**config.mk**
```make
export PLATFORM = sky130hd
export DESIGN_NAME = stride_job_sched
export DESIGN_NICKNAME = d
export VERILOG_FILES = /design/src/rtl/stride_sched_pkg.sv /design/src/rtl/rr_arbiter.sv /design/src/rtl/stride_job_sched.sv
export SDC_FILE = /design/constraint.sdc
export NUM_CORES = 1
export LEC_CHECK = 0
export ABC_AREA = 1
export CAP_MARGIN = 30
export CORE_ASPECT_RATIO = 0.5
export CORE_UTILIZATION = 43
export CTS_CLUSTER_DIAMETER = 50
export DETAILED_ROUTE_END_ITERATION = 8
export MAX_ROUTING_LAYER = met4
export PLACE_DENSITY_LB_ADDON = 0.3
export SLEW_MARGIN = 25
export SYNTH_ARGS = -nofsm -noshare
export SYNTH_HDL_FRONTEND = slang
export SYNTH_HIERARCHICAL = 1
export SYNTH_SLANG_ARGS = --single-unit
```
**constraint.sdc**
```tcl
create_clock -name clk -period 2.33 [get_ports clk]
set_clock_uncertainty 0.05 [all_clocks]
set_input_delay 0.466 -clock clk [delete_from_list [all_inputs] [get_ports clk]]
set_output_delay 0.466 -clock clk [all_outputs]
set_load 0.01 [all_outputs]
```
**src/rtl/stride_sched_pkg.sv**
```systemverilog
// Shared types and sizing helpers for the stride job scheduler and its arbiter.
package stride_sched_pkg;

    localparam int DEF_NREQ  = 4;
    localparam int DEF_W     = 4;
    localparam int DEF_STEPW = 4;

    typedef enum logic [1:0] {
        IDLE = 2'd0,
        LOAD = 2'd1,
        RUN  = 2'd2,
        DONE = 2'd3
    } state_t;

    // Index width for n requesters; never below one bit.
    function automatic int idx_width(input int n);
        return (n <= 2) ? 1 : $clog2(n);
    endfunction

endpackage

```
**src/rtl/rr_arbiter.sv**
```systemverilog
// Combinational round-robin arbiter: scans from the pointer upward with
// wrap-around and reports the first active request.
module rr_arbiter
    import stride_sched_pkg::*;
#(
    parameter int NREQ = DEF_NREQ,
    parameter int IW   = idx_width(DEF_NREQ)
) (
    input  logic [NREQ-1:0] req_i,
    input  logic [IW-1:0]   ptr_i,
    output logic [NREQ-1:0] grant_o,
    output logic [IW-1:0]   idx_o,
    output logic            valid_o
);

    logic [IW:0]   pos;
    logic [IW-1:0] cand;

    always_comb begin
        grant_o = '0;
        idx_o   = '0;
        valid_o = 1'b0;
        pos     = '0;
        cand    = '0;
        for (int k = 0; k < NREQ; k++) begin
            pos = {1'b0, ptr_i} + (IW+1)'(k);
            if (pos >= (IW+1)'(NREQ)) begin
                pos = pos - (IW+1)'(NREQ);
            end
            cand = pos[IW-1:0];
            if (!valid_o && req_i[cand]) begin
                valid_o       = 1'b1;
                idx_o         = cand;
                grant_o[cand] = 1'b1;
            end
        end
    end

endmodule

```
**src/rtl/stride_job_sched.sv**
```systemverilog
// Arbitrates counting jobs from NREQ requesters onto one shared stride counter,
// running each granted job from 0 to its limit and pulsing done to the owner.
module stride_job_sched
    import stride_sched_pkg::*;
#(
    parameter int NREQ  = DEF_NREQ,
    parameter int W     = DEF_W,
    parameter int STEPW = DEF_STEPW
) (
    input  logic                  clk,
    input  logic                  reset,
    input  logic [NREQ-1:0]       req,
    input  logic [NREQ*STEPW-1:0] req_step,
    input  logic [NREQ*W-1:0]     req_limit,
    output logic [NREQ-1:0]       grant,
    output logic                  busy,
    output logic [W-1:0]          count,
    output logic                  flag,
    output logic [NREQ-1:0]       done
);

    localparam int IW = idx_width(NREQ);

    state_t            state_q, state_d;
    logic [IW-1:0]     idx_q, idx_d;
    logic [IW-1:0]     ptr_q, ptr_d;
    logic [STEPW-1:0]  step_q, step_d;
    logic [W-1:0]      limit_q, limit_d;
    logic [W-1:0]      count_q, count_d;
    logic [NREQ-1:0]   grant_q, grant_d;

    logic [STEPW-1:0]  step_arr  [NREQ];
    logic [W-1:0]      limit_arr [NREQ];

    logic [NREQ-1:0]   win_onehot;
    logic [IW-1:0]     win_idx;
    logic              win_valid;
    logic              owner_req;
    logic [IW-1:0]     next_ptr;
    logic [W:0]        sum;

    generate
        for (genvar gi = 0; gi < NREQ; gi++) begin : g_unpack
            assign step_arr[gi]  = req_step[gi*STEPW +: STEPW];
            assign limit_arr[gi] = req_limit[gi*W +: W];
        end
    endgenerate

    rr_arbiter #(
        .NREQ (NREQ),
        .IW   (IW)
    ) u_arb (
        .req_i   (req),
        .ptr_i   (ptr_q),
        .grant_o (win_onehot),
        .idx_o   (win_idx),
        .valid_o (win_valid)
    );

    assign owner_req = req[idx_q];
    assign next_ptr  = (idx_q == IW'(NREQ - 1)) ? '0 : idx_q + 1'b1;
    // One extra bit keeps the carry, so a wrapped sum still compares above the limit.
    assign sum       = {1'b0, count_q} + (W+1)'(step_q);

    always_comb begin
        state_d = state_q;
        idx_d   = idx_q;
        ptr_d   = ptr_q;
        step_d  = step_q;
        limit_d = limit_q;
        count_d = count_q;
        grant_d = grant_q;
        case (state_q)
            IDLE: begin
                if (win_valid) begin
                    state_d = LOAD;
                    idx_d   = win_idx;
                    step_d  = (step_arr[win_idx] == '0) ? STEPW'(1) : step_arr[win_idx];
                    limit_d = limit_arr[win_idx];
                    count_d = '0;
                    grant_d = win_onehot;
                end
            end
            LOAD: begin
                if (!owner_req) begin
                    state_d = IDLE;
                    grant_d = '0;
                    count_d = '0;
                    ptr_d   = next_ptr;
                end else begin
                    state_d = RUN;
                    count_d = '0;
                end
            end
            RUN: begin
                if (!owner_req) begin
                    state_d = IDLE;
                    grant_d = '0;
                    count_d = '0;
                    ptr_d   = next_ptr;
                end else if (count_q == limit_q) begin
                    state_d = DONE;
                end else if (sum > {1'b0, limit_q}) begin
                    count_d = limit_q;
                end else begin
                    count_d = sum[W-1:0];
                end
            end
            DONE: begin
                state_d = IDLE;
                grant_d = '0;
                count_d = '0;
                ptr_d   = next_ptr;
            end
            default: begin
                state_d = IDLE;
                grant_d = '0;
                count_d = '0;
            end
        endcase
    end

    always_ff @(posedge clk or posedge reset) begin
        if (reset) begin
            state_q <= IDLE;
            idx_q   <= '0;
            ptr_q   <= '0;
            step_q  <= '0;
            limit_q <= '0;
            count_q <= '0;
            grant_q <= '0;
        end else begin
            state_q <= state_d;
            idx_q   <= idx_d;
            ptr_q   <= ptr_d;
            step_q  <= step_d;
            limit_q <= limit_d;
            count_q <= count_d;
            grant_q <= grant_d;
        end
    end

    assign grant = grant_q;
    assign busy  = (state_q != IDLE);
    assign count = count_q;
    assign flag  = ((state_q == RUN) || (state_q == DONE)) && (count_q >= (limit_q >> 1));
    assign done  = (state_q == DONE) ? grant_q : '0;

endmodule

```
==> Implementation_results.wiki <==
{| class="wikitable"
! Metric !! Value
|-
| Mean instance size in the synthesized netlist || 6.76 sq um
|-
| Synthesized-area fraction occupied by ao, oa, aoi and oai cells || 0.132
|-
| Clock share of power || 0.066
|-
| Switching power as a share of total power || 0.510
|-
| Ratio of routed vias to standard cells || 5.07
|-
| Total half-perimeter wirelength after legalization and detailed placement || 5.08 mm
|-
| CTS buffer count || 3
|-
| Post-synthesis share of cell area spent on xor and xnor gates || 0.00395
|-
| Critical path fanouts, max || 5
|-
| Maximum operating frequency || 416 MHz
|-
| Dominant combinational cell family by area after synthesis || simple AND/OR/NAND/NOR gates
|-
| Final cell utilization of the core || 0.690
|-
| Post-Synthesis Cells || 328
|-
| Gp weighted congestion || 0.883
|-
| Seq pwr share || 0.126
|-
| Failing checks || negative setup slack
|-
| Most used cells in the layout excluding fill and tap cells || nand2_1, clkdlybuf4s50_1, buf_4
|-
| Power spent charging and discharging nets || 2.77 mW
|-
| Setup_tns || -0.117 ns
|-
| Area of the core region || 0.00493 sq mm
|-
| Arrival time of data at the critical path endpoint || 2.50 ns
|-
| Wire length of the first global-routing pass || 10.3 mm
|-
| Root buffer cell || clkbuf_8
|-
| Total Die Area || 0.00546 sq mm
|-
| Hold violation total from the final report || 0
|-
| Count of port buffers added during placement || 51
|-
| Maximum number of pins on one net before global-route repair || 23
|-
| Critical Path Max Stage Delay || 0.39 ns
|-
| Outcome || finished, violations left
|-
| P per Cell Area || 1600 mW/mm^2
|-
| Height of the chip || 52.8 um
|-
| Initial detailed-routing violation count || 139
|-
| Width of the die || 104 um
|-
| Peak supply drop || 0.00108 V
|-
| Period utilization || 1.03
|-
| H-tree lvl count || 1
|-
| Clock sink count || 22
|-
| Crit-path cells || ha_2, inv_2, fa_2, xor2_2, inv_2, ha_4, nand2_2, nor2_2, nor2_1, nand2_1, nand2_4, nand2_4, nand2_1, nand3_1, nand2_1
|-
| Multiplexer share of the synthesized area || 0
|-
| Most common cell after layout, fill and taps aside || nand2_1
|-
| Final-report setup violation count || 3
|-
| Number of distinct library cells after synthesis || 28
|-
| Maximum Capacitance Violations || 0
|-
| Transition time at the pin with the least slew margin || 0.297 ns
|-
| Yosys warning total || 6
|-
| Number of placed instances, taps included || 479
|-
| WL/cell || 13.7 um
|-
| Final worst-path setup slack || -0.0767 ns
|-
| Most Frequent Cell on Critical Path || nand2_1
|-
| Clock tree buffer depth || 2
|-
| DRT antenna net count || 0
|-
| Cell type of the slowest stage on the worst timing path || fa_2
|-
| Endpoint kind of the worst setup timing path || register
|-
| Clock insertion delay at the later pin of the skew report || 0.26 ns
|-
| Path class of the lowest-slack min-delay path || register to register
|-
| Synthesized-area fraction occupied by and/or/nand/nor cells || 0.384
|-
| Clock input transition at the sequential cells of the worst setup and hold paths || 0.08 ns
|-
| Final Critical Period || 2.41 ns
|-
| Hold Slack || 0.459 ns
|-
| Place WS || -0.221 ns
|-
| Part of the total power dissipated in combinational logic || 0.807
|-
| Cell accounting for the most synthesized area || dfrtp_1
|-
| Final instance area || 0.00340 sq mm
|-
| Number of nets produced by synthesis || 389
|-
| Setup repair after global routing missed its margin || true
|-
| Proportion of layout cells with a drive suffix above 1 || 0.270
|-
| Wire length reported by the detailed router || 6.79 mm
|-
| Cell-internal power || 2.67 mW
|-
| Final layout net count || 488
|-
| Number of global-route vias before repair || 2262
|-
| Number of placement rows || 18
|-
| Post-Synthesis Cell Area || 0.00222 sq mm
|-
| Worst setup SP type || register
|-
| Filler-free cell count of the finished design || 496
|-
| WP data required || 2.43 ns
|-
| Initial core utilization || 0.449
|-
| Share of synthesized cell area in full adder, half adder and majority cells || 0.133
|-
| Cell area after placement || 0.00304 sq mm
|-
| Slew margin rel. || 0.802
|-
| ANT cells || 0
|-
| Syn-to-layout area delta || 53.6%
|-
| Total routing usage reported by global routing || 0.243
|-
| Overall via count from detail_route || 2514
|-
| Number of antenna violations at the first check in global routing || 0
|-
| Synth top area share || 0.248
|-
| Most area-consuming cells after synthesis || dfrtp_1, nand2_1, ha_1
|-
| Overflow after GRT || 0
|-
| Static Leak || 1.73 nW
|-
| CTS tree || done
|-
| Start-to-end type of the worst setup path || register to register
|-
| Number of optimization iterations in the first detailed-route pass || 4
|-
| Number of flip-flops and latches in the synthesized netlist || 22
|-
| Count of unresolved DRC violations after routing || 0
|-
| Number of top-level pins || 52
|-
| Overall power after layout || 5.43 mW
|-
| Proportion of synthesized chip area in sequential cells || 0.248
|-
| Final number of max-transition violations || 0
|}
-- worst max-delay path, delay by kind of cell, from the launching register on --
| kind | cells | cell delay (ns) |
|---|---|---|
| flops | 1 | 0.38 |
| fa+ha+maj | 3 | 0.86 |
| xor+xnor | 1 | 0.18 |
| simple gates | 9 | 0.71 |
| buf+inv | 2 | 0.12 |
-- per-layer routing --
metal,GRT usage,share of wire,vias to the layer above
met4,0.0435,0.0053,0
met5,-,0,-
met3,0.0273,0.025,6
li1,-,-,1267
met1,0.301,0.45,1197
met2,0.442,0.52,44
-- what timing repair did --
| action | in CTS | in global routing |
|---|---|---|
| setup endpoints to repair | 5 | 18 |
| hold buffers | 0 | 0 |
| cloned | 0 | 1 |
| pin swaps | 1 | 21 |
| gates resized for setup | 15 | 41 |
| buffers inserted | 4 | 8 |
-- cell usage after synthesis (all sizes together) --
library cell / number
buf: 5
o22ai: 4
o211ai: 3
nand2: 106
xor2: 1
o21a: 2
fa: 1
inv: 47
dfrtp: 22
nand3: 35
a21oi: 10
ha: 22
o22a: 1
nand3b: 1
nor2: 27
a21boi: 4
o21ai: 28
nand4: 9
-- path summary, 6_finish.rpt --
check	cells after the start	endpoint	slack (ns)	start
setup / recovery	15	count[0]	-0.08	count[0]
hold / removal	2	grant[3]	0.46	grant[3]
setup reg to reg	15	count[0]	-0.08	count[0]
hold reg to reg	2	grant[3]	0.46	grant[3]
max in group asynchronous	3	count[2]	1.49	reset
min in group asynchronous	3	step_q[3]	0.49	reset
-- power by group through the flow --
stage | Sequential, mW | Clock, mW | Combinational (mW)
6_report | 0.687 | 0.359 | 4.39
5_1_grt | 0.703 | 0.383 | 4.84
4_1_cts | 0.673 | 0.369 | 3.78
3_5_place_dp | 0.677 | 0 | 3.61
3_3_place_gp | 0.673 | 0 | 3.45
2_1_floorplan | 0.677 | 0 | 2.45
-- layout make-up --
| cell class | count | area, sq um |
|---|---|---|
| Sequential cell | 22 | 554 |
| Clock buffer | 3 | 41.3 |
| Fill cell | 412 | 1530 |
| Inverter | 47 | 186 |
| Tap cell | 70 | 87.6 |
| Multi-Input combinational cell | 254 | 1600 |
| Timing Repair Buffer | 99 | 908 |
| Clock inverter | 1 | 30.0 |
-- kinds of logic after synthesis --
| family | after synthesis |
|---|---|
| buffers and inverters | 52 |
| DFF | 22 |
| xor gates and xnor gates | 1 |
| AOI/OAI and AO/OA | 52 |
| adders and majority gates | 23 |
| and+or+nand+nor | 178 |
-- flip-flops by register name (all words and copies together), names as in the netlist --
| signal | count |
|---|---|
| grant | 4 |
| count | 4 |
| state_q | 2 |
| idx_q | 2 |
| limit_q | 4 |
| ptr_q | 2 |
| step_q | 4 |
Note: power is estimated with default switching activity, not from simulation.
